==> src/rtl/percept_mac.sv <==
`default_nettype none
`timescale 1ns/1ps
// +--------------------------------------------------------------------------+
// | percept_mac : N_IN-input perceptron, one signed MAC per accepted beat,   |
// |               saturated result on valid/ready. Optional PERCEPT_RELU_EN. |
// | Revision    : 1.0                                                        |
// +--------------------------------------------------------------------------+
module percept_mac #(
  parameter  int N_IN   = 4,
  parameter  int DATA_W = 8,
  parameter  int OUT_W  = 16,
  localparam int ADDR_W = $clog2(N_IN + 1),
  localparam int ACC_W  = 2 * DATA_W + $clog2(N_IN + 1)
) (
  input  logic                     clk,
  input  logic                     nRst,
  input  logic                     w_write,
  input  logic        [ADDR_W-1:0] w_addr,
  input  logic signed [DATA_W-1:0] w_data,
  input  logic                     in_valid,
  output logic                     in_ready,
  input  logic signed [DATA_W-1:0] in_data,
  output logic                     out_valid,
  input  logic                     out_ready,
  output logic signed [OUT_W-1:0]  out_data,
  output logic                     busy
);

  localparam logic signed [ACC_W-1:0] c_sat_max = {{(ACC_W-OUT_W+1){1'b0}}, {(OUT_W-1){1'b1}}};
  localparam logic signed [ACC_W-1:0] c_sat_min = {{(ACC_W-OUT_W+1){1'b1}}, {(OUT_W-1){1'b0}}};

  typedef enum logic [0:0] {
    ST_ACCUM = 1'b0,
    ST_OUT   = 1'b1
  } state_t;

  state_t                    state_q, state_d;
  logic        [ADDR_W-1:0]  idx_q, idx_d;
  logic signed [ACC_W-1:0]   acc_q, acc_d;
  logic                      out_valid_q, out_valid_d;
  logic signed [OUT_W-1:0]   out_data_q, out_data_d;
  logic signed [DATA_W-1:0]  weight_q [N_IN];
  logic signed [DATA_W-1:0]  bias_q;

  logic signed [DATA_W-1:0]  w_sel;
  logic signed [2*DATA_W-1:0] prod;
  logic signed [ACC_W-1:0]   prod_ext;
  logic signed [ACC_W-1:0]   bias_ext;
  logic signed [ACC_W-1:0]   base;
  logic signed [ACC_W-1:0]   sum;
  logic signed [OUT_W-1:0]   sat_val;
  logic signed [OUT_W-1:0]   res;

  // Register file: writes land on the edge, so a same-cycle beat sees the old value.
  for (genvar i = 0; i < N_IN; i++) begin : g_weight
    always_ff @(posedge clk or negedge nRst) begin
      if (!nRst) begin
        weight_q[i] <= '0;
      end else if (w_write && (w_addr == ADDR_W'(i))) begin
        weight_q[i] <= w_data;
      end
    end
  end

  always_ff @(posedge clk or negedge nRst) begin
    if (!nRst) begin
      bias_q <= '0;
    end else if (w_write && (w_addr == ADDR_W'(N_IN))) begin
      bias_q <= w_data;
    end
  end

  always_comb begin
    w_sel = '0;
    for (int i = 0; i < N_IN; i++) begin
      if (idx_q == ADDR_W'(i)) w_sel = weight_q[i];
    end
  end

  assign prod     = in_data * w_sel;
  assign prod_ext = {{(ACC_W-2*DATA_W){prod[2*DATA_W-1]}}, prod};
  assign bias_ext = {{(ACC_W-DATA_W){bias_q[DATA_W-1]}}, bias_q};
  // The bias seeds the sum on the first beat, so later bias writes miss this vector.
  assign base     = (idx_q == '0) ? bias_ext : acc_q;
  assign sum      = base + prod_ext;

  always_comb begin
    if (sum > c_sat_max) begin
      sat_val = c_sat_max[OUT_W-1:0];
    end else if (sum < c_sat_min) begin
      sat_val = c_sat_min[OUT_W-1:0];
    end else begin
      sat_val = sum[OUT_W-1:0];
    end
  end

`ifdef PERCEPT_RELU_EN
  assign res = sat_val[OUT_W-1] ? '0 : sat_val;
`else
  assign res = sat_val;
`endif

  assign in_ready  = (state_q == ST_ACCUM);
  assign out_valid = out_valid_q;
  assign out_data  = out_data_q;
  assign busy      = (idx_q != '0) | out_valid_q;

  always_comb begin
    state_d     = state_q;
    idx_d       = idx_q;
    acc_d       = acc_q;
    out_valid_d = out_valid_q;
    out_data_d  = out_data_q;
    case (state_q)
      ST_ACCUM: begin
        if (in_valid) begin
          acc_d = sum;
          if (idx_q == ADDR_W'(N_IN - 1)) begin
            idx_d       = '0;
            state_d     = ST_OUT;
            out_valid_d = 1'b1;
            out_data_d  = res;
          end else begin
            idx_d = idx_q + ADDR_W'(1);
          end
        end
      end
      ST_OUT: begin
        if (out_ready) begin
          out_valid_d = 1'b0;
          state_d     = ST_ACCUM;
        end
      end
      default: state_d = ST_ACCUM;
    endcase
  end

  always_ff @(posedge clk or negedge nRst) begin
    if (!nRst) begin
      state_q     <= ST_ACCUM;
      idx_q       <= '0;
      acc_q       <= '0;
      out_valid_q <= 1'b0;
      out_data_q  <= '0;
    end else begin
      state_q     <= state_d;
      idx_q       <= idx_d;
      acc_q       <= acc_d;
      out_valid_q <= out_valid_d;
      out_data_q  <= out_data_d;
    end
  end

endmodule
`default_nettype wire

==> config.mk <==
export PLATFORM = sky130hd
export DESIGN_NAME = percept_mac
export DESIGN_NICKNAME = d
export VERILOG_FILES = /design/src/rtl/percept_mac.sv
export SDC_FILE = /design/constraint.sdc
export NUM_CORES = 1
export LEC_CHECK = 0
export ABC_AREA = 1
export BUFFER_PORTS_ARGS = -buffer_cell sky130_fd_sc_hd__buf_2
export CORE_MARGIN = 5
export CORE_UTILIZATION = 48
export DETAILED_ROUTE_END_ITERATION = 6
export PLACE_DENSITY = 0.65
export SYNTH_ARGS = -nofsm -noshare
export SYNTH_HDL_FRONTEND = slang
export SYNTH_SLANG_ARGS = --single-unit
==> constraint.sdc <==
create_clock -name clk -period 6.6 [get_ports clk]
set_input_delay 1.32 -clock clk [delete_from_list [all_inputs] [get_ports clk]]
set_output_delay 1.32 -clock clk [all_outputs]
set_load 0.02 [all_outputs]
Word level (Yosys, flattened, before mapping) --
Index checks and enable logic that the tools add are counted. W data, S select, Z words.
Cells by class: add/sub/neg operators 2, $mul 1, magnitude comparators 2, eq/ne operators 10, muxes and demuxes 16, bitwise gates (word level) 2, reduce and logical (&&, ||, !) cells 11
Operators with widths (count):
- $mux W16 | 2
- $mux W8 | 4
- $add A19 B16 Y19 | 1
- $gt A19 B16 Y1 const B | 1
- $lt A19 B16 Y1 const B | 1
- $mux W19 | 1
- $mul A8 B8 Y16 | 1
- $eq A3 B2 Y1 const B | 4
- $eq A3 B1 Y1 const B | 2
- $logic_not A3 Y1 | 2
- $mux W1 | 6
- $reduce_and A3 Y1 | 2
- $logic_and A1 B1 Y1 | 5
- $ne A2 B2 Y1 const B | 2
- $pmux W1 S2 | 2
- $add A3 B1 Y3 const B | 1
- $eq A3 B3 Y1 const B | 1
- $mux W3 | 1
- $reduce_bool A3 Y1 | 1
- $ne A2 B1 Y1 const B | 1
- $reduce_and A2 Y1 | 1
- $not A1 Y1 | 1
- $or A1 B1 Y1 | 1
Word-level totals: bits in registers 80, input port bits 24, output and inout port bits 19, logic and storage cells 54

Depth between registers and ports, before layout --
depth in word-level cells 10, depth in mapped cells 36

Worst setup path before layout --
No wires, ideal clock.
path kind register to register, from register idx_q[1], to register out_data_q[11] (netlist: out_data[11]), arrival 5.738 ns, data required time 6.468 ns, path slack 0.731 ns, stages on the path, launching flop included 29, buffers on the path 0, clock period less this slack 5.869 ns, cell sequence dfrtp_1 -> inv_1 -> ha_1 -> inv_2 -> nor2_1 -> nand2_1 -> nand2_1 -> a31oi_1 -> o21ai_0 -> o21ai_0 -> nor2_1 -> inv_1 -> fa_1 -> inv_1 -> fa_1 -> fa_1 -> fa_1 -> fa_1 -> ha_1 -> nand2_1 -> inv_1 -> nand2_1 -> nand3_2 -> nand2_2 -> nand3_1 -> nand2_2 -> nand3_4 -> a21oi_4 -> a21oi_1
Between the ends: longest elaborated chain between the ends 10, elaborated cells on any way between the ends 16
RTL lines:
- start, declared | line 38 | logic [ADDR_W-1:0] idx_q, idx_d;
- start signal, assigned | line 147 | idx_q <= idx_d;
- $logic_not A3 Y1 | line 76, 84
- $mux W8 (4 in a row) | line 76 | if (idx_q == ADDR_W'(i)) w_sel = weight_q[i];
- $mul A8 B8 Y16 | line 80 | assign prod = in_data * w_sel;
- $add A19 B16 Y19 | line 85 | assign sum = base + prod_ext;
- $lt A19 B16 Y1 | line 90 | end else if (sum < c_sat_min) begin
- $mux W16 | line 90
- $mux W16 | line 88 | if (sum > c_sat_max) begin
- end signal, assigned | line 150 | out_data_q <= out_data_d;
- end, declared | line 41 | logic signed [OUT_W-1:0] out_data_q, out_data_d;
Several ways; a longest one is shown, not always the timed one. A chain may end at the register's enable or synchronous reset.

Final worst setup path --
from register idx_q[0], to register out_data_q[11] (netlist: out_data[11])
Same word-level chain as after synthesis.

==> summary.md <==
Clock latency on the worst-skew pair, taken at its later pin, is 0.35 ns. Transition time of the tightest slew-check pin: 0.9139 ns. The cell area reported after detailed placement was 0.007759 mm². In the final routing, the length of wire on met1 measures 7.495 mm. Adding up every negative setup slack in the final design gives 0 ns.

The logs give 8.589 mm for the amount of wire on met2 after detailed routing and 29.21 mm for the wire length of the first global-routing pass. In this design, the stage delay of the slowest critical-path cell is 0.53 ns. The congestion estimate from routability-driven global placement came to 0.8855. The register clock-pin slew on the reported worst setup and hold paths is 0.06 ns, and the overall die area is 0.01773 mm². Violation count after the first detailed-route iteration: 268. The logs give 32 for the number of distinct library cell variants in the gate-level netlist after synthesis and 5899 for the number of global-route vias before repair. Total of flip-flops plus latches after synthesis: 80. A synthesized cell averages 8.133 µm². The floorplan step set the die width to 133.2 µm. Pin placement for this block handled 43 I/O pins. The region available for standard cell placement spans 0.01503 mm². The share of layout cells above drive strength 1 was 0.1143; the total track usage was 0.2083. Synthesis produced a netlist with a net count of 1051. Setup repair after global routing left no endpoint under its margin.

The highest metal layer carrying signal wires in the routed design is met4. The floorplan has 45 rows. Entering global routing, the biggest net connects 72 pins. The tools report the number of warnings printed during yosys synthesis as 0. The most used flip-flop cell after synthesis is dfrtp_1. The tools report the buffer levels on the longest clock path as 2. In the final routed layout, each cell accounts on average for 15.06 µm. The number of antenna diodes in the final layout is 0. For this run, the top clock speed supported by timing is 0.1628 GHz.

The data arrival time at the worst-slack endpoint came out at 6.36 ns. The remaining global-route overflow was 0; the number of clock sinks was 80. The final period utilization was 0.9306; the initial antenna violation count was 0. The average vias per placed instance is 5.009. The tools report the fraction of the yosys area taken by sequential cells as 0.2750. The worst hold-check path type is reg -> reg. The total buffers and inverters traversed by the critical path came out at 5. In this run the tool buffered the top-level ports with 42 buffer cells. The number of enable-type register cells in the synthesized netlist is 0, and the routed wire length is 17.20 mm. For this run, design rule violations remaining after detail routing come to 0. The tools report the hold buffer count at CTS as 0. The number of violations of the max-capacitance limit was 0; the total half-perimeter wirelength after legalization and detailed placement was 14.00 mm.

The worst setup path is captured at a flop. From synthesis to final layout, the design area changed by 11.07%. The routed layout has 5720 vias. The post-synthesis cell area was 0.007279 mm².

The final count of pins violating max slew is 0, and the fraction of registers with async set or reset after synthesis is 1.000. By startpoint and endpoint, the worst setup path is classified as reg -> reg. TritonCTS built the clock tree. The starting density of the core is 0.4842, and the first-pass iteration count of the detailed router is 5. In the final design database the tool counted 1105 nets. The family of cells with the greatest summed delay on the critical path is adder cells.

The logs give 0.008738 ns for the maximum clock skew at final layout and 0 for the count of final setup violators. For the detailed-routed wire length on met3, the log shows 654 µm. The final design area excluding fillers was 0.008085 mm²; the minimum clock period was 6.142 ns. The logs give 0 for the count of endpoints failing hold in the final timing report and 0.3908 for the worst slew margin relative to its limit. The instance count of the mapped netlist came out at 895. The required time of the critical path is 6.82 ns. The largest individual stage delay along the critical path comes from the cell fa_1. Counting the buffers created by CTS gives 9. From bottom edge to top edge, the die measures 133.2 µm. The tools report the root cell of the clock tree as clkbuf_16. STA classifies the critical path startpoint as a flop. CTS built an H-tree with a depth of 3.

The run finished with clean final reports. The biggest fanout along the worst timing path came out at 20. The count of nets left with antenna violations once routing finished came out at 0.
worst register-to-register path: cells and delay by family, from the launching register on:
family | cells | cell delay [ns]
DFF | 1 | 0.40
and+or+nand+nor | 11 | 1.11
buffers and inverters | 5 | 0.61
adders and majority gates | 7 | 3.08
AOI/OAI and AO/OA | 5 | 0.84
per-stage QoR:
stage | setup slack, ns | utilization | hold WS [ns] | std cells
floorplan | 0.7305 | - | 0.4437 | 895
global placement | 0.2262 | 0.5161 | 0.4589 | 1120
detailed placement | 0.1821 | 0.5161 | 0.4640 | 1120
CTS | 0.1519 | 0.5339 | 0.4802 | 1136
global route | 0.005686 | 0.5378 | 0.4992 | 1142
finish | 0.4580 | 0.5378 | 0.4749 | 1142
layout by cell type, fill, tap and decap left out:
cell	synthesis	final
nand2_1	237	237
inv_1	175	175
fa_1	84	83
dfrtp_1	80	80
o21ai_0	78	75
nor2_1	59	59
ha_1	48	47
buf_2	3	41
nand3_1	39	39
a21oi_1	16	16
buf_4	0	16
nand2_2	11	11
clkbuf_16	0	9
inv_2	5	6
o211ai_1	6	6
xor2_1	6	6
mux2i_1	5	5
nand4_1	5	5
a21oi_2	3	4
nor2_2	3	3
xnor2_1	3	3
clkbuf_1	13	3
o21ai_2	0	2
a31oi_1	2	2
o21ai_1	1	2
nor3_2	2	2
nand3_4	2	2
a21oi_4	2	2
clkinv_2	0	2
o21bai_1	1	1
or2_2	1	1
nand3_2	1	1
a31o_2	1	1
nand3b_1	1	1
nand2_4	1	1
fa_2	0	1
ha_2	0	1
clkinvlp_4	0	1
clkbuf_8	0	1
buf_12	0	1
final timing paths:
| path | startpoint | slack [ns] | endpoint | cells after the start |
|---|---|---|---|---|
| min in group asynchronous | nRst | 0.80 | acc_q[15] | 1 |
| worst max-delay path | idx_q[0] | 0.46 | out_data[11] | 28 |
| worst max register to register | idx_q[0] | 0.46 | out_data[11] | 28 |
| worst min register to register | out_data[4] | 0.47 | out_data[4] | 2 |
| max in group asynchronous | nRst | 4.65 | weight_q[28] | 2 |
| worst min-delay path | out_data[4] | 0.47 | out_data[4] | 2 |
kinds of logic after synthesis:
group           after synthesis  synth area share
simple gates                362            0.2081
buf+inv                     197            0.1021
fa+ha+maj                   132            0.3135
compound gates              110           0.08353
flops                        80            0.2750
xor+xnor                      9           0.01083
mux                           5          0.006875
cell usage after synthesis (2+ instances only):
cell	number	area, µm²
nor2_2	3	18.77
a21oi_2	3	26.28
a31oi_1	2	12.51
inv_2	5	18.77
fa_1	84	1682
nand3_1	39	195.2
nor3_2	2	20.02
o211ai_1	6	45.04
o21ai_0	78	390.4
xor2_1	6	52.55
a21oi_4	2	32.53
dfrtp_1	80	2002
nand2_2	11	68.82
nand2_1	237	889.6
buf_2	3	15.01
nand4_1	5	31.28
xnor2_1	3	26.28
clkbuf_1	13	48.80
mux2i_1	5	50.05
ha_1	48	600.6
inv_1	175	656.9
nor2_1	59	221.5
a21oi_1	16	80.08
nand3_4	2	35.03
timing repair:
action	4_1_cts	5_1_grt
setup endpoints to repair	0	16
resized for setup	0	8
setup buffers	0	5
hold endpoints to repair	0	0
routing by layer:
layer | vias up | track usage
li1 | 2852 | -
met1 | 2716 | 0.2693
met2 | 116 | 0.3600
met3 | 36 | 0.03399
met4 | 0 | 0.06629
met5 | - | 0
layout make-up:
cell class / count / area [µm²]
multi-input cells: 619 / 4556
fillers: 1459 / 6948
clock buffers: 13 / 250.2
inverters: 181 / 679.4
flip-flops and latches: 80 / 2002
clock inverters: 3 / 17.52
well taps: 188 / 235.2
repair buffers: 58 / 345.3
registers in the layout, indices dropped and copies added (netlist names):
name,count
bias_q,8
idx_q,3
out_valid,1
weight_q,32
out_data,16
state_q,1
acc_q,19
Power is left out: the tool's default activity adds up to more than one toggle a clock period on the data nets, which glitch-free logic cannot reach.
